**src/rtl/sky130_fd_io__pwr_seq_pkg.sv**
```systemverilog
// ---------------------------------------------------------------------------
// sky130_fd_io__pwr_seq_pkg
// Shared definitions for the pad-ring power sequencer:
//   - pwr_state_t  : sequencer state encodings (also exported on STATE)
//   - fault_code_t : cause codes exported on FAULT_CODE
//   - TIMER_W      : width of the shared wait/settle timer
//   - timer_runs() : which states advance the shared timer
// ---------------------------------------------------------------------------
package sky130_fd_io__pwr_seq_pkg;

  localparam int TIMER_W = 10;

  typedef enum logic [2:0] {
    ST_OFF     = 3'd0,
    ST_W_IO    = 3'd1,
    ST_W_CORE  = 3'd2,
    ST_W_ANA   = 3'd3,
    ST_SETTLE  = 3'd4,
    ST_READY   = 3'd5,
    ST_FAULT   = 3'd6,
    ST_ILLEGAL = 3'd7
  } pwr_state_t;

  typedef enum logic [1:0] {
    FC_NONE      = 2'd0,
    FC_TIMEOUT   = 2'd1,
    FC_DROP_RUN  = 2'd2,
    FC_DROP_WAIT = 2'd3
  } fault_code_t;

  // The timer only counts while waiting on a rail or settling; everywhere
  // else it is held at zero.
  function automatic logic timer_runs(input pwr_state_t s);
    return (s == ST_W_IO) || (s == ST_W_CORE) || (s == ST_W_ANA) ||
           (s == ST_SETTLE);
  endfunction

endpackage

```
**src/rtl/sky130_fd_io__pwrgood_deb.sv**
```systemverilog
// ---------------------------------------------------------------------------
// sky130_fd_io__pwrgood_deb
// Qualifies one asynchronous rail-good indicator: 2-flop synchronizer
// followed by a saturating debounce counter (slow rise, fast drop).
// Ports:
//   clk      in  1  always-on clock
//   rst      in  1  synchronous active-high reset
//   raw_good in  1  raw analog detector output (asynchronous)
//   ok       out 1  rail qualified as good
// ---------------------------------------------------------------------------
module sky130_fd_io__pwrgood_deb #(
  parameter int DEBOUNCE_CYC = 16
) (
  input  logic clk,
  input  logic rst,
  input  logic raw_good,
  output logic ok
);

  localparam logic [7:0] CNT_MAX = 8'(DEBOUNCE_CYC);

  logic       meta;
  logic       sync;
  logic [7:0] cnt;

  always_ff @(posedge clk) begin
    if (rst) begin
      meta <= 1'b0;
      sync <= 1'b0;
      cnt  <= '0;
    end else begin
      meta <= raw_good;
      sync <= meta;
      if (!sync) begin
        cnt <= '0;
      end else if (cnt != CNT_MAX) begin
        cnt <= cnt + 8'd1;
      end
    end
  end

  // Gating with the synchronized level makes a drop visible in the same
  // cycle the low value leaves the synchronizer, ahead of the counter clear.
  assign ok = sync && (cnt == CNT_MAX);

endmodule

```
**src/rtl/sky130_fd_io__pwr_seq_ctrl.sv**
```systemverilog
// ---------------------------------------------------------------------------
// sky130_fd_io__pwr_seq_ctrl
// Turns per-rail good indicators into an ordered enable sequence
// (VDDIO -> VCCD -> VDDA -> settle), then releases I/O hold and flags
// power-ready. Timeouts and rail drops latch a fault until cleared.
// Ports:
//   CLK        in  1  always-on clock
//   RST        in  1  synchronous active-high reset
//   PWR_REQ    in  1  level power-up request (0 = power down)
//   FAULT_CLR  in  1  fault clear (honoured only with PWR_REQ = 0)
//   VDDIO_GOOD in  1  raw VDDIO good (async)
//   VCCD_GOOD  in  1  raw VCCD good (async)
//   VDDA_GOOD  in  1  raw VDDA good (async)
//   IO_EN      out 1  VDDIO switch enable
//   CORE_EN    out 1  VCCD switch enable
//   ANA_EN     out 1  VDDA switch enable
//   HOLD_REL   out 1  I/O isolation hold release
//   PWR_READY  out 1  all rails up and settled
//   FAULT      out 1  latched fault
//   FAULT_CODE out 2  fault cause
//   STATE      out 3  current state (debug)
// ---------------------------------------------------------------------------
module sky130_fd_io__pwr_seq_ctrl
  import sky130_fd_io__pwr_seq_pkg::*;
#(
  parameter int DEBOUNCE_CYC = 16,
  parameter int SETTLE_CYC   = 64,
  parameter int TIMEOUT_CYC  = 1000
) (
  input  logic       CLK,
  input  logic       RST,
  input  logic       PWR_REQ,
  input  logic       FAULT_CLR,
  input  logic       VDDIO_GOOD,
  input  logic       VCCD_GOOD,
  input  logic       VDDA_GOOD,
  output logic       IO_EN,
  output logic       CORE_EN,
  output logic       ANA_EN,
  output logic       HOLD_REL,
  output logic       PWR_READY,
  output logic       FAULT,
  output logic [1:0] FAULT_CODE,
  output logic [2:0] STATE
);

  localparam logic [TIMER_W-1:0] SETTLE_LAST  = TIMER_W'(SETTLE_CYC - 1);
  localparam logic [TIMER_W-1:0] TIMEOUT_LAST = TIMER_W'(TIMEOUT_CYC - 1);

  logic               vddio_ok;
  logic               vccd_ok;
  logic               vdda_ok;
  logic               all_ok;
  logic               settle_done;
  logic               timeout_hit;
  logic [TIMER_W-1:0] timer;
  pwr_state_t         state;
  pwr_state_t         next_state;
  fault_code_t        code;
  fault_code_t        next_code;

  sky130_fd_io__pwrgood_deb #(.DEBOUNCE_CYC(DEBOUNCE_CYC)) u_deb_vddio (
    .clk      (CLK),
    .rst      (RST),
    .raw_good (VDDIO_GOOD),
    .ok       (vddio_ok)
  );

  sky130_fd_io__pwrgood_deb #(.DEBOUNCE_CYC(DEBOUNCE_CYC)) u_deb_vccd (
    .clk      (CLK),
    .rst      (RST),
    .raw_good (VCCD_GOOD),
    .ok       (vccd_ok)
  );

  sky130_fd_io__pwrgood_deb #(.DEBOUNCE_CYC(DEBOUNCE_CYC)) u_deb_vdda (
    .clk      (CLK),
    .rst      (RST),
    .raw_good (VDDA_GOOD),
    .ok       (vdda_ok)
  );

  assign all_ok      = vddio_ok && vccd_ok && vdda_ok;
  assign settle_done = (timer == SETTLE_LAST);
  assign timeout_hit = (timer == TIMEOUT_LAST);

  // Next-state logic. Inside each running state the checks are ordered
  // power-down, rail drop, progression, timeout; a timeout only counts when
  // the awaited rail is still not ok, so progression may precede it.
  always_comb begin
    next_state = state;
    next_code  = code;
    case (state)
      ST_OFF: begin
        if (PWR_REQ) next_state = ST_W_IO;
      end
      ST_W_IO: begin
        if (!PWR_REQ) begin
          next_state = ST_OFF;
          next_code  = FC_NONE;
        end else if (vddio_ok) begin
          next_state = ST_W_CORE;
        end else if (timeout_hit) begin
          next_state = ST_FAULT;
          next_code  = FC_TIMEOUT;
        end
      end
      ST_W_CORE: begin
        if (!PWR_REQ) begin
          next_state = ST_OFF;
          next_code  = FC_NONE;
        end else if (!vddio_ok) begin
          next_state = ST_FAULT;
          next_code  = FC_DROP_WAIT;
        end else if (vccd_ok) begin
          next_state = ST_W_ANA;
        end else if (timeout_hit) begin
          next_state = ST_FAULT;
          next_code  = FC_TIMEOUT;
        end
      end
      ST_W_ANA: begin
        if (!PWR_REQ) begin
          next_state = ST_OFF;
          next_code  = FC_NONE;
        end else if (!(vddio_ok && vccd_ok)) begin
          next_state = ST_FAULT;
          next_code  = FC_DROP_WAIT;
        end else if (vdda_ok) begin
          next_state = ST_SETTLE;
        end else if (timeout_hit) begin
          next_state = ST_FAULT;
          next_code  = FC_TIMEOUT;
        end
      end
      ST_SETTLE: begin
        if (!PWR_REQ) begin
          next_state = ST_OFF;
          next_code  = FC_NONE;
        end else if (!all_ok) begin
          next_state = ST_FAULT;
          next_code  = FC_DROP_RUN;
        end else if (settle_done) begin
          next_state = ST_READY;
        end
      end
      ST_READY: begin
        if (!PWR_REQ) begin
          next_state = ST_OFF;
          next_code  = FC_NONE;
        end else if (!all_ok) begin
          next_state = ST_FAULT;
          next_code  = FC_DROP_RUN;
        end
      end
      ST_FAULT: begin
        // Software must drop the request before the clear is honoured, so a
        // still-asserted request cannot restart straight out of a fault.
        if (FAULT_CLR && !PWR_REQ) begin
          next_state = ST_OFF;
          next_code  = FC_NONE;
        end
      end
      default: begin
        next_state = ST_OFF;
        next_code  = FC_NONE;
      end
    endcase
  end

  // State, fault code, timer and output registers. Outputs are decoded from
  // the next state so they change on the same edge as the state register.
  always_ff @(posedge CLK) begin
    if (RST) begin
      state     <= ST_OFF;
      code      <= FC_NONE;
      timer     <= '0;
      IO_EN     <= 1'b0;
      CORE_EN   <= 1'b0;
      ANA_EN    <= 1'b0;
      HOLD_REL  <= 1'b0;
      PWR_READY <= 1'b0;
      FAULT     <= 1'b0;
    end else begin
      state <= next_state;
      code  <= next_code;
      if ((next_state != state) || !timer_runs(state)) begin
        timer <= '0;
      end else begin
        timer <= timer + TIMER_W'(1);
      end
      IO_EN     <= next_state inside {ST_W_IO, ST_W_CORE, ST_W_ANA,
                                      ST_SETTLE, ST_READY};
      CORE_EN   <= next_state inside {ST_W_CORE, ST_W_ANA, ST_SETTLE,
                                      ST_READY};
      ANA_EN    <= next_state inside {ST_W_ANA, ST_SETTLE, ST_READY};
      HOLD_REL  <= (next_state == ST_READY);
      PWR_READY <= (next_state == ST_READY);
      FAULT     <= (next_state == ST_FAULT);
    end
  end

  assign STATE      = state;
  assign FAULT_CODE = code;

endmodule

```
**config.mk**
```make
export PLATFORM = sky130hd
export DESIGN_NAME = sky130_fd_io__pwr_seq_ctrl
export DESIGN_NICKNAME = d
export VERILOG_FILES = /design/src/rtl/sky130_fd_io__pwr_seq_pkg.sv /design/src/rtl/sky130_fd_io__pwrgood_deb.sv /design/src/rtl/sky130_fd_io__pwr_seq_ctrl.sv
export SDC_FILE = /design/constraint.sdc
export NUM_CORES = 1
export LEC_CHECK = 0
export BUFFER_PORTS_ARGS = -buffer_cell sky130_fd_sc_hd__buf_2
export CORE_UTILIZATION = 60
export DETAILED_ROUTE_END_ITERATION = 8
export PLACE_DENSITY = 0.83
export SETUP_SLACK_MARGIN = 0.1
export SYNTH_ARGS = -nofsm -noshare
export SYNTH_HDL_FRONTEND = slang
export SYNTH_SLANG_ARGS = --single-unit
```
**constraint.sdc**
```tcl
create_clock -name CLK -period 2.8 [get_ports CLK]
set_input_delay 0.14 -clock CLK [delete_from_list [all_inputs] [get_ports CLK]]
set_output_delay 0.14 -clock CLK [all_outputs]
set_load 0.02 [all_outputs]
```
* Word-level counts from Yosys, hierarchy flattened *
Cells that the tools add are included.

storage, ports and cells
  output and inout bits = 11
  bits in registers = 50
  bits of input ports = 7
  logic and storage cells = 103

operators by class
  equality and inequality tests = 26
  $add $sub $neg = 4
  bitwise operators = 4
  reductions and logical operators = 22
  multiplexer cells = 30

operator list
  cell                                                                     number
  3-bit two-way mux                                                        16
  8-bit by 1-bit adder with 8-bit output (second input constant)           3
  8-bit by 5-bit equality test with 1-bit output (second input constant)   3
  2-bit two-way mux                                                        12
  8-bit by 5-bit != test with 1-bit output (second input constant)         3
  3-bit case mux with 7 select lines                                       1
  3-bit equality test (second input constant)                              6
  3-bit by 2-bit equality test with 1-bit output (second input constant)   4
  2-bit case mux with 6 select lines                                       1
  10-bit by 1-bit adder with 10-bit output (second input constant)         1
  10-bit equality test (second input constant)                             1
  10-bit by 6-bit equality test with 1-bit output (second input constant)  1
  2-bit OR reduction                                                       5
  4-bit != test (second input constant)                                    2
  3-bit by 1-bit equality test with 1-bit output (second input constant)   2
  1-bit logical AND                                                        6
  3-bit != test (second input constant)                                    2
  6-bit AND reduction                                                      1
  5-bit nonzero test                                                       1
  1-bit logical OR                                                         4
  1-bit NOT                                                                4
  4-bit nonzero test                                                       1
  3-bit zero test                                                          1
  3-bit != test                                                            1
  other kinds (3)                                                          4

* Logic depth before layout (Yosys ltp) *
Gate-level depths: netlist of the first run.

  depth after elaboration = 10
  mapped depth = 9
  depth with buffers taken out = 8

* Cells and area by module *
From an unflattened synthesis of the first run, not the netlist that was laid out.

unflattened totals
  cells, all modules = 298
  area total of the unflattened synthesis = 2,631.3 um2

by module, submodules not included
  module                      cells each  seq. area each (um2)  area an instance (um2)  times used
  sky130_fd_io__pwrgood_deb   50          200.2                 454.2                   3
  sky130_fd_io__pwr_seq_ctrl  148         400.4                 1,268.7                 1

* Worst setup path after synthesis of the first run *
OpenSTA, ideal clock, no wires.

  path kind = register to register
  from = reg u_deb_vddio.cnt[0]
  to = reg timer[5]
  slack = 0.677 ns
  library setup time = 0.086 ns
  data required time = 2.714 ns
  arrival time = 2.037 ns
  period minus slack after synthesis = 2.123 ns
  path buffers = 0
  cell stages (with the launch flop) = 9
  cells stage by stage = dfxtp_1 > inv_1 > ha_1 > nor3b_1 > nand3_4 > a311o_1 > o32ai_4 > nand3b_1 > a211oi_1

between the ends
  cells in the longest elaborated chain, start to end = 10
  elaborated cells on any way between the ends = 18
  classes of those cells = eq/ne: 2; mux: 11; reduce/logical: 5

ends and longest elaborated chain
  element                                           RTL line                                                              RTL
  start: declaration                                sky130_fd_io__pwrgood_deb.sv:24                                       logic [7:0] cnt;
  start signal: assignment                          sky130_fd_io__pwrgood_deb.sv:37                                       cnt <= cnt + 8'd1;
  8-bit by 5-bit equality test with 1-bit output *  sky130_fd_io__pwrgood_deb.sv:44                                       assign ok = sync && (cnt == CNT_MAX);
  1-bit logical AND *                               sky130_fd_io__pwrgood_deb.sv:44
  1-bit logical AND                                 sky130_fd_io__pwr_seq_ctrl.sv:83, sky130_fd_io__pwr_seq_ctrl.sv:126
  1-bit logical AND                                 sky130_fd_io__pwr_seq_ctrl.sv:83                                      assign all_ok = vddio_ok && vccd_ok && vdda_ok;
  3-bit two-way mux (on tied branches)              sky130_fd_io__pwr_seq_ctrl.sv:151, sky130_fd_io__pwr_seq_ctrl.sv:140
  3-bit two-way mux (on tied branches)              sky130_fd_io__pwr_seq_ctrl.sv:148, sky130_fd_io__pwr_seq_ctrl.sv:137
  3-bit case mux with 7 select lines *              sky130_fd_io__pwr_seq_ctrl.sv:93                                      case (state)
  3-bit != test *                                   sky130_fd_io__pwr_seq_ctrl.sv:187                                     if ((next_state != state) || !timer_runs(state)) begin
  1-bit logical OR *                                sky130_fd_io__pwr_seq_ctrl.sv:187
  2-bit OR reduction (no source line) *             -
  end signal: assignment                            sky130_fd_io__pwr_seq_ctrl.sv:190                                     timer <= timer + TIMER_W'(1);
  end: declaration                                  sky130_fd_io__pwr_seq_ctrl.sv:56                                      logic [TIMER_W-1:0] timer;

Every way passes the cells marked *; elsewhere a longest branch is shown, timed or not.
A chain may end at the register's enable or synchronous reset.

* Final worst setup path of the first run *
  from = reg u_deb_vccd.cnt[1]
  to = reg code[0] (netlist: FAULT_CODE[0])

between the ends
  cells in the longest elaborated chain, start to end = 6
  elaborated cells on any way between the ends = 11
  classes of those cells = eq/ne: 4; mux: 3; reduce/logical: 4

ends and longest elaborated chain
  element                                                                    RTL line                                                             RTL
  start: declaration                                                         sky130_fd_io__pwrgood_deb.sv:24
  start signal: assignment                                                   sky130_fd_io__pwrgood_deb.sv:37
  8-bit by 5-bit equality test with 1-bit output *                           sky130_fd_io__pwrgood_deb.sv:44
  1-bit logical AND *                                                        sky130_fd_io__pwrgood_deb.sv:44
  1-bit logical AND                                                          sky130_fd_io__pwr_seq_ctrl.sv:83, sky130_fd_io__pwr_seq_ctrl.sv:126
  2-bit two-way mux or 1-bit logical AND (tied branches)                     sky130_fd_io__pwr_seq_ctrl.sv:126, sky130_fd_io__pwr_seq_ctrl.sv:83
  2-bit two-way mux or 3-bit != test (tied branches)                         -
  2-bit case mux with 6 select lines or 6-bit AND reduction (tied branches)  -
  end signal: assignment                                                     sky130_fd_io__pwr_seq_ctrl.sv:186                                    code <= next_code;
  end: declaration                                                           sky130_fd_io__pwr_seq_ctrl.sv:59                                     fault_code_t code;

Marks and branches as above.

==> key figures, run 1 <==
Drt
  • Final ANT Viol Nets: 0
  • Vias: 2149
  • DR DRC count: 0
  • Detailed Route Iter0 Violations: 111
  • Avg WL per Cell: 14.1 µm
  • Number of iterations in the first detailed-routing pass: 4
  • Via density: 5.84
  • Final wirelength: 5190 µm

Floorplanning
  • Die area: 4690 µm²
  • Core ar.: 4120 µm²
  • Starting Density: 64.4%
  • Die W: 68.5 µm
  • Cell Rows: 23
  • IO Pins: 18
  • Die Span Y: 68.5 µm

STA
  • Fmax: 0.406 GHz
  • Worst hold margin: 0.0410 ns
  • Tightest Pin Transition: 0.542 ns
  • # setup viols final: 0
  • Final WS setup: 0.337 ns
  • Slew headroom: 63.8%
  • Worst Skew: 0.0107 ns
  • Period utilisation layout: 88.0%
  • Fin Setup TNS: 0 ns
  • Slew Viols, Final: 0
  • Final Hold Fails: 0
  • Final min period: 2.46 ns
  • Unrepaired setup endpoints after global routing: false

Clock tree
  • CTS Sinks: 50
  • Number of H-tree levels: 2
  • Setup Buffers After CTS: 0
  • CTS tree: yes
  • Post-CTS resize count: 0
  • Clk Latency, worst-skew pair: 0.30 ns
  • Clk root buf: clkbuf_8
  • Clk pin slew, worst setup/hold paths: 0.09 ns
  • CTS Buffer Depth: 2
  • Hold buffer count at CTS: 0
  • Num CTS Buffers: 5

Final layout
  • Synthesis-to-layout area growth: 7.93%
  • Diodes inserted: 0
  • Fin area: 2860 µm²
  • Register Area: 1000 µm²
  • Final Util: 69.5%
  • Most frequent cells in the layout: 50 x dfxtp_1, 47 x nor2_1, 21 x nand3_1, 20 x nand2_1
  • Finished Layout Cells: 368
  • Most common cell after layout, fill and taps aside: dfxtp_1
  • Fillcell total: 338
  • Nets: 331
  • Multi-input logic area: 1560 µm²
  • Layout cells sized above 1: 11.6%

Worst setup path
  • Startpoint Class: flop
  • Crit-path max FO: 6
  • Critical path, cell by cell: inv_1, ha_1, nor4bb_1, nand4_1, o21ai_1, and3_1, nand2b_1, a221oi_1
  • Reg2Reg Depth: 8
  • CP Data Arrival Time: 2.68 ns
  • Worst EP required: 3.01 ns
  • CP Capture Type: flop
  • Worst path max stage delay: 0.45 ns
  • Crit. path cell count: 8
  • CP Class: flop to flop
  • Slowest CP cell: nor4bb_1
  • CP delay by family, top: simple AND/OR/NAND/NOR gates
  • WP buf/inv: 1

Logic synthesis
  • Mapped Area: 2650 µm²
  • Ys async rst share: 0%
  • #FFs+latches synth: 50
  • Mapped Nets: 317
  • Ys Warns: 0
  • Synth cell types: 59
  • Post-Syn Instances: 303
  • Post-synth EDFFs: 0
  • Primary FF master, synth: dfxtp_1
  • Avg Cell Area, Syn: 8.75 µm²
  • Sequential fraction of the synthesis area: 37.8%

Worst hold path
  • Hold path depth: 2
  • Worst Hold Class: input port to flop

Pwr
  • VDD IR-drop max: 0.321 mV
  • Power, Total: 1.30 mW
  • P_leak: 1.05 nW
  • Power per standard cell area: 455 nW/µm²

Run status
  • Outcome: finished clean

Place
  • Post-DP Area: 2750 µm²
  • RePlAce Congestion: 0.873
  • Worst slack at placement: 0.242 ns
  • Post-DP HPWL: 3700 µm
  • Buffers added on ports: 17
  • Cell total after placement: 360

GRT
  • Pin count of the biggest net entering global routing: 28
  • Total GRT Usage: 24.6%
  • Number of global-route vias before repair: 1980
  • First-pass GRT wire length: 8660 µm
  • Grt total ovfl: 0
  • Initial antenna violation count: 0

Flow run
  • Max-cap violation count: 0
[routing by layer]
metal  up-vias  global-route usage, %  part of all wire, %
met1      1003                   31.2                   49
li1       1099                      -                    -
met4         0                   9.90                 0.91
met3         5                   4.67                  3.4
met5         -                      0                    0
met2        42                   40.7                   47
[layout make-up]
class                           count  share of cell area, %
Clock buffer                        7                   2.67
Sequential cell                    50                   35.0
Inverter                           12                   1.57
Multi-Input combinational cell    231                   54.6
Clock inverter                      1                   1.05
Tap cell                           50                   2.19
Timing Repair Buffer               17                   2.97
[where the power goes]
group          switching (mW)  internal (mW)
sequential            0.00952          0.720
combinational          0.0459         0.0281
clock                   0.229          0.268
[registers in the layout, summed over array words and instances (netlist names), 2 cells and up]
| register | count |
|---|---|
| FAULT_CODE | 2 |
| u_deb_vddio.cnt | 8 |
| timer | 10 |
| u_deb_vccd.cnt | 8 |
| u_deb_vdda.cnt | 8 |
| STATE | 3 |
[logic make-up after synthesis]
kind of cell	count (synthesis)	synth area share, %
AND/OR/NAND/NOR	145	30.5
AO/OA/AOI/OAI	49	14.3
XOR/XNOR	30	10.6
flip-flops	50	37.8
buffers and inverters	22	3.54
adder cells (fa/ha/maj)	7	3.30
[path summary, 6_finish.rpt]
path	start	to	slack, ns
max	u_deb_vccd.cnt[1]$_SDFFE_PP0P_	FAULT_CODE[0]$_SDFFE_PP0P_	0.34
min	VCCD_GOOD	u_deb_vccd.meta$_SDFF_PP0_	0.04
max reg2reg	u_deb_vccd.cnt[1]$_SDFFE_PP0P_	FAULT_CODE[0]$_SDFFE_PP0P_	0.34
min reg2reg	u_deb_vdda.meta$_SDFF_PP0_	u_deb_vdda.sync$_SDFF_PP0_	0.45
[Yosys cell counts, types with 2 or more instances]
cell type / n / area, µm²
xnor2_1: 12 / 105
a31oi_1: 3 / 18.8
a211oi_1: 10 / 75.1
nand4bb_1: 2 / 22.5
a21oi_1: 9 / 45.0
nand4_1: 3 / 18.8
a41oi_1: 3 / 26.3
inv_1: 11 / 41.3
dfxtp_1: 50 / 1000
o21bai_1: 2 / 15.0
nand2b_1: 8 / 50.1
buf_2: 3 / 15.0
o21ai_0: 3 / 15.0
nor3_1: 2 / 10.0
nor3b_1: 2 / 15.0
xor2_1: 17 / 149
and3_1: 9 / 56.3
nand3b_1: 4 / 30.0
nand3_1: 22 / 110
buf_4: 2 / 15.0
ha_1: 7 / 87.6
and4bb_2: 2 / 25.0
a221oi_1: 2 / 17.5
nor2b_1: 8 / 50.1
clkbuf_1: 5 / 18.8
nor4bb_1: 2 / 20.0
and4_1: 3 / 26.3
nor2_1: 47 / 176
nand2_1: 20 / 75.1
Note: power is estimated with default switching activity, not from simulation.
==> inputs of run 2 (changes only) <==
ABC_AREA = 1   (was unset)
CORE_MARGIN = 2   (was unset)
CORE_UTILIZATION = 59   (was 60)
PLACE_DENSITY = 0.82   (was 0.83)
==> run 2 against run 1 <==
Against the previous run:
- clock skew decreased by 0.0056 ns
- sequential power decreased by 0.8%
- via count decreased by 4.1%
- worst setup slack improved by 0.48 ns
- maximum frequency increased by 24%
- flip-flop and latch count unchanged
- critical endpoint is now timer[0]$_SDFF_PP0_
- largest cell class unchanged
- largest power group unchanged
- highest routed layer unchanged
==> key figures, run 2 <==
Place
  • Post-DP HPWL: 3220 µm
  • Buffers added on ports: 17
  • Worst slack at placement: 0.824 ns
  • RePlAce Congestion: 0.877
  • Post-DP Area: 2620 µm²

STA
  • Period utilisation layout: 70.7%
  • Fin Setup TNS: 0 ns
  • Final min period: 1.98 ns
  • Tightest Pin Transition: 0.460 ns
  • Slew headroom: 69.1%
  • Final WS setup: 0.821 ns
  • # setup viols final: 0
  • Fmax: 0.505 GHz
  • Slew Viols, Final: 0
  • Unrepaired setup endpoints after global routing: false
  • Final Hold Fails: 0
  • Worst Skew: 0.00505 ns

Worst setup path
  • CP Capture Type: flop
  • Worst EP required: 3.00 ns
  • CP Class: flop to flop
  • Critical path, cell by cell: inv_1, ha_1, clkinv_1, nor2_1, nand2_1, nor2_1, nand2_2, nor2_2, inv_1, nand2_1, nand2_2, inv_2, nand2_1, nand2_1, nor2_2, nand2_4, nor2_2
  • Worst path max stage delay: 0.35 ns
  • Startpoint Class: flop
  • Most frequent CP cell: nand2_1
  • CP Data Arrival Time: 2.18 ns
  • Crit-path max FO: 10
  • Reg2Reg Depth: 17
  • Slowest CP cell: dfxtp_1

Logic synthesis
  • Avg Cell Area, Syn: 7.20 µm²
  • Post-synth top cells: 56 x nor2_1, 50 x dfxtp_1, 50 x nand2_1
  • Post-synth EDFFs: 0
  • Mapped Nets: 360
  • Most area-hungry cell type in the Yosys netlist: dfxtp_1
  • Post-Syn Instances: 346
  • Sequential fraction of the synthesis area: 40.2%
  • Synth top area share: 40.2%
  • Mapped Area: 2490 µm²
  • Ys async rst share: 0%
  • Primary FF master, synth: dfxtp_1
  • Most frequent cell after synthesis: nor2_1
  • Synth cell types: 31
  • Largest cells by area after synthesis: dfxtp_1 40%, nor2_1 8.4%, nand2_1 7.5%
  • Ys Warns: 0
  • #FFs+latches synth: 50

Floorplanning
  • Die W: 69.0 µm
  • Die area: 4760 µm²
  • Starting Density: 61.8%
  • IO Pins: 18
  • Cell Rows: 23
  • Core ar.: 4030 µm²
  • Die Span Y: 69.0 µm

Clock tree
  • Clk root buf: clkbuf_8
  • CTS tree: yes
  • CTS Sinks: 50
  • CTS Buffer Depth: 2
  • Post-CTS resize count: 0
  • Clk Latency, worst-skew pair: 0.30 ns
  • Clk pin slew, worst setup/hold paths: 0.08 ns
  • Number of H-tree levels: 2
  • Num CTS Buffers: 5
  • Hold buffer count at CTS: 0
  • Setup Buffers After CTS: 0

Pwr
  • P_leak: 1.06 nW
  • Power per standard cell area: 437 nW/µm²
  • VDD IR-drop max: 0.304 mV

Final layout
  • Most frequent cells in the layout: 56 x nor2_1, 50 x dfxtp_1, 50 x nand2_1, 40 x inv_1, 21 x nand3_1
  • Diodes inserted: 0
  • Nets: 381
  • Synthesis-to-layout area growth: 8.64%
  • Final Util: 67.2%
  • Fin area: 2710 µm²
  • Largest register by flop count: timer
  • Fillcell total: 361
  • Layout cells sized above 1: 20.8%
  • Max reg flops: 10
  • Most common cell after layout, fill and taps aside: nor2_1

GRT
  • Number of global-route vias before repair: 1787
  • Initial antenna violation count: 0
  • First-pass GRT wire length: 7160 µm
  • Grt total ovfl: 0
  • Total GRT Usage: 20.1%
  • Pin count of the biggest net entering global routing: 19

Flow run
  • Max-cap violation count: 0

Worst hold path
  • Hold path depth: 3
  • Worst Hold Class: input port to flop

Drt
  • Detailed Route Iter0 Violations: 117
  • Number of iterations in the first detailed-routing pass: 4
  • Avg WL per Cell: 10.1 µm
  • Final ANT Viol Nets: 0
  • DR DRC count: 0
  • Via density: 4.95
  • Final wirelength: 4220 µm
  • Vias: 2061

Run status
  • Outcome: finished clean
==> run 2: changes by cell type in the layout (fill, tap and decap cells not counted), moves of 9 or more <==
cell,before,now
nand2_1,20,50
inv_1,11,40
inv_2,0,17
nor2_2,0,17
a21oi_1,9,20
a211oi_1,10,0
and3_1,9,0
nor2_1,47,56
==> run 2: cells by family after synthesis <==
logic type,count (synthesis),share of synthesized area (%)
simple gates,176,33.7
buf+inv,61,9.34
xor+xnor,16,5.63
flops,50,40.2
fa+ha+maj,7,3.52
compound gates,36,7.64
==> run 2: critical path: cells and delay by family (launching register included) <==
| kind | cells | cell delay [ns] |
|---|---|---|
| and+or+nand+nor | 12 | 1.15 |
| adders and majority gates | 1 | 0.15 |
| DFF | 1 | 0.35 |
| buffers and inverters | 4 | 0.25 |
==> run 2: per-stage QoR <==
step / total power, mW / cells / hold WS (ns)
after global routing: 1.24 / 416 / 0.0277
final: 1.18 / 416 / 0.0359
after CTS: 1.20 / 416 / 0.0286
after global placement: 0.793 / 410 / 0.340
after floorplan: 0.780 / 346 / 0.247
after detailed placement: 0.794 / 410 / 0.348
==> run 2: power breakdown <==
group          leakage (nW)  switching (mW)  internal, mW
sequential            0.405         0.00566         0.718
clock                0.0431           0.214         0.191
combinational         0.612          0.0360        0.0173
==> run 2: per-layer routing <==
layer | vias up | GRT usage (%) | wire length [µm]
li1 | 1116 | - | -
met5 | - | 0 | 0
met3 | 7 | 5.36 | 244
met1 | 894 | 25.1 | 2110
met2 | 44 | 33.5 | 1810
met4 | 0 | 6.62 | 54
==> run 2: path summary, 6_finish.rpt <==
kind	startpoint	to	slack (ns)
min	VDDA_GOOD	u_deb_vdda.meta$_SDFF_PP0_	0.04
min reg2reg	u_deb_vccd.meta$_SDFF_PP0_	u_deb_vccd.sync$_SDFF_PP0_	0.41
max	u_deb_vccd.cnt[0]$_SDFFE_PP0P_	timer[0]$_SDFF_PP0_	0.82
max reg2reg	u_deb_vccd.cnt[0]$_SDFFE_PP0P_	timer[0]$_SDFF_PP0_	0.82
==> run 2: area by class of cell <==
class                      count  area [µm²]  share of cell area, %
sequential                    50        1000                   37.0
inverter                      58         218                   8.04
clock buffer                   6        82.6                   3.05
multi-input combinational    235        1260                   46.5
tap                           50        62.6                   2.31
timing repair buffer          17        85.1                   3.14
==> inputs of run 3 (changes only) <==
ABC_AREA = 0   (was 1)
CORE_UTILIZATION = 60   (was 59)
PLACE_DENSITY = 0.83   (was 0.82)
clock period = 1.9 ns   (was 2.8 ns; I/O delays follow)
==> run 3 against run 2 <==
Against the previous run:
- the flow now finishes with violations (negative setup slack)
- wire length increased by 130%
- worst hold slack got worse by 0.0046 ns
- maximum frequency decreased by 12%
- flip-flop and latch count unchanged
- worst setup slack got worse by 1.2 ns
- first-iteration DRC count increased to 3.1 times the previous value
- sequential share of layout area decreased by 9.6 points
- via count increased by 41%
- die area increased by 4.4%
- count of clock-buffer cells in the layout increased by 1
- global-route usage increased by 14 points
- combinational power increased to 3.7 times the previous value
- critical path type unchanged
- largest cell class unchanged
==> key figures, run 3 (synthesis gave the netlist of run 1 again) <==
Pwr
  • Total net switching power: 0.520 mW
  • VDD IR-drop max: 0.505 mV
  • Clock power share: 36.4%
  • Net Sw Frac: 26.0%
  • Register share of total power: 53.7%
  • Int Power: 1.48 mW
  • Power, Total: 2.00 mW
  • P_leak: 1.47 nW
  • Power per standard cell area: 539 nW/µm²
  • Gate power share: 9.9%

Floorplanning
  • Die W: 70.5 µm
  • Die Span Y: 70.5 µm
  • Core ar.: 4290 µm²
  • Starting Density: 61.7%
  • IO Pins: 18
  • Die area: 4970 µm²
  • Cell Rows: 24

Drt
  • Final wirelength: 9680 µm
  • Vias: 2912
  • Via density: 6.68
  • Detailed Route Iter0 Violations: 367
  • Avg WL per Cell: 22.2 µm
  • Final ANT Viol Nets: 0
  • DR DRC count: 0
  • Number of iterations in the first detailed-routing pass: 6

Place
  • RePlAce Congestion: 0.915
  • Buffers added on ports: 17
  • Cell total after placement: 414
  • Post-DP HPWL: 4760 µm

Worst setup path
  • CP startpoint: u_deb_vddio.cnt[1]$_SDFFE_PP0P_
  • R2R Setup Slk: -0.35 ns
  • Startpoint Class: flop
  • CP Capture Point: timer[7]$_SDFF_PP0_
  • Worst path max stage delay: 0.40 ns
  • R2R Path Start: u_deb_vddio.cnt[1]$_SDFFE_PP0P_
  • Slowest CP cell: nor4bb_2
  • Critical R2R Capture: timer[7]$_SDFF_PP0_
  • Worst EP required: 2.13 ns
  • Critical path, cell by cell: inv_2, ha_4, nor4bb_2, a21oi_1, a2bb2oi_1, a21boi_4, nand3_2, a211oi_2
  • Reg2Reg Depth: 8
  • CP Capture Type: flop
  • Crit-path max FO: 5
  • CP Data Arrival Time: 2.48 ns
  • CP Class: flop to flop

STA
  • Unrepaired setup endpoints after global routing: true
  • Slew headroom: 74.6%
  • Fmax: 0.445 GHz
  • Worst hold margin: 0.0312 ns
  • Tightest Pin Transition: 0.376 ns
  • Final Hold Fails: 0
  • Slew Viols, Final: 0
  • Worst Skew: 0.00994 ns
  • Final min period: 2.25 ns
  • Period utilisation layout: 118%
  • # setup viols final: 19
  • Final WS setup: -0.349 ns

Clock tree
  • CTS Sinks: 50
  • Clk root buf: clkbuf_8
  • Clk pin slew, worst setup/hold paths: 0.10 ns
  • CTS Buffer Depth: 2
  • Number of H-tree levels: 2
  • CTS tree: yes
  • Clk Latency, worst-skew pair: 0.32 ns
  • Num CTS Buffers: 5

Final layout
  • Largest register by flop count: timer
  • Diodes inserted: 0
  • Finished Layout Cells: 436
  • Layout cells sized above 1: 40.1%
  • Max reg flops: 10
  • Most common cell after layout, fill and taps aside: buf_4
  • Synthesis-to-layout area growth: 40.1%
  • Nets: 397
  • Most frequent cells in the layout: 47 x buf_4, 44 x nor2_1, 40 x dfxtp_1, 21 x nand3_1, 19 x nand2_1
  • Fillcell total: 183

GRT
  • Number of global-route vias before repair: 2752
  • Initial antenna violation count: 0
  • Total GRT Usage: 34.5%
  • First-pass GRT wire length: 13400 µm
  • Pin count of the biggest net entering global routing: 17
  • Grt total ovfl: 0

Run status
  • Failing checks: negative setup slack
  • Outcome: complete, but fails checks

Worst hold path
  • Worst Hold Class: input port to flop

Flow run
  • Max-cap violation count: 0
==> run 3: cell type report <==
type                       count  area, µm²  area share [%]
multi-input combinational    234       1850            49.9
sequential                    50       1020            27.4
timing repair buffer          80        628            16.9
clock buffer                   7       96.3            2.59
tap                           52       65.1            1.75
inverter                      12       46.3            1.25
clock inverter                 1       8.76           0.236
==> run 3: critical path, delay by kind of cell (launching register included) <==
kind,cells,cell delay [ns]
flip-flops,1,0.34
AND/OR/NAND/NOR,2,0.64
AO/OA/AOI/OAI,4,0.98
buffers and inverters,1,0.07
adder cells (fa/ha/maj),1,0.13
==> run 3: repair_timing <==
item	in CTS	in global routing
setup buffers	2	7
gates resized for setup	47	18
hold endpoints to repair	2	0
cloned	3	0
endpoints found under the setup margin	19	20
pin swaps	20	18
hold buffers	2	0
==> run 3: worst min-delay path by stage <==
stage | from | cells past startpoint | to
floorplan | VCCD_GOOD | 1 | u_deb_vccd.meta$_SDFF_PP0_
global placement | VDDIO_GOOD | 2 | u_deb_vddio.meta$_SDFF_PP0_
detailed placement | VCCD_GOOD | 2 | u_deb_vccd.meta$_SDFF_PP0_
CTS | VDDA_GOOD | 2 | u_deb_vdda.meta$_SDFF_PP0_
global route | VDDA_GOOD | 2 | u_deb_vdda.meta$_SDFF_PP0_
finish | VDDA_GOOD | 2 | u_deb_vdda.meta$_SDFF_PP0_
==> run 3: routing by layer <==
layer	up-vias	wire [µm]	global-route usage [%]
li1	1239	-	-
met3	60	862	7.07
met5	-	0	0
met4	0	495	15.2
met1	1381	3680	40.1
met2	232	4640	60.5
==> run 3: metrics by stage <==
step / TNS, ns / setup WS [ns] / utilization [%] / area, µm²
2_1_floorplan: -0.0488 / -0.0258 / - / 2750
3_3_place_gp: -0.989 / -0.0941 / 75.4 / 3240
3_5_place_dp: -2.21 / -0.235 / 75.4 / 3240
4_1_cts: -1.43 / -0.119 / 83.4 / 3580
5_1_grt: -5.56 / -0.415 / 86.5 / 3710
6_report: -4.47 / -0.349 / 86.5 / 3710
==> run 3: power by group through the flow <==
stage	sequential, mW	combinational, mW	clock (mW)
3_5_place_dp	1.10	0.151	0
3_3_place_gp	1.10	0.148	0
6_report	1.07	0.198	0.730
4_1_cts	1.07	0.172	0.703
5_1_grt	1.08	0.205	0.761
2_1_floorplan	1.10	0.0853	0
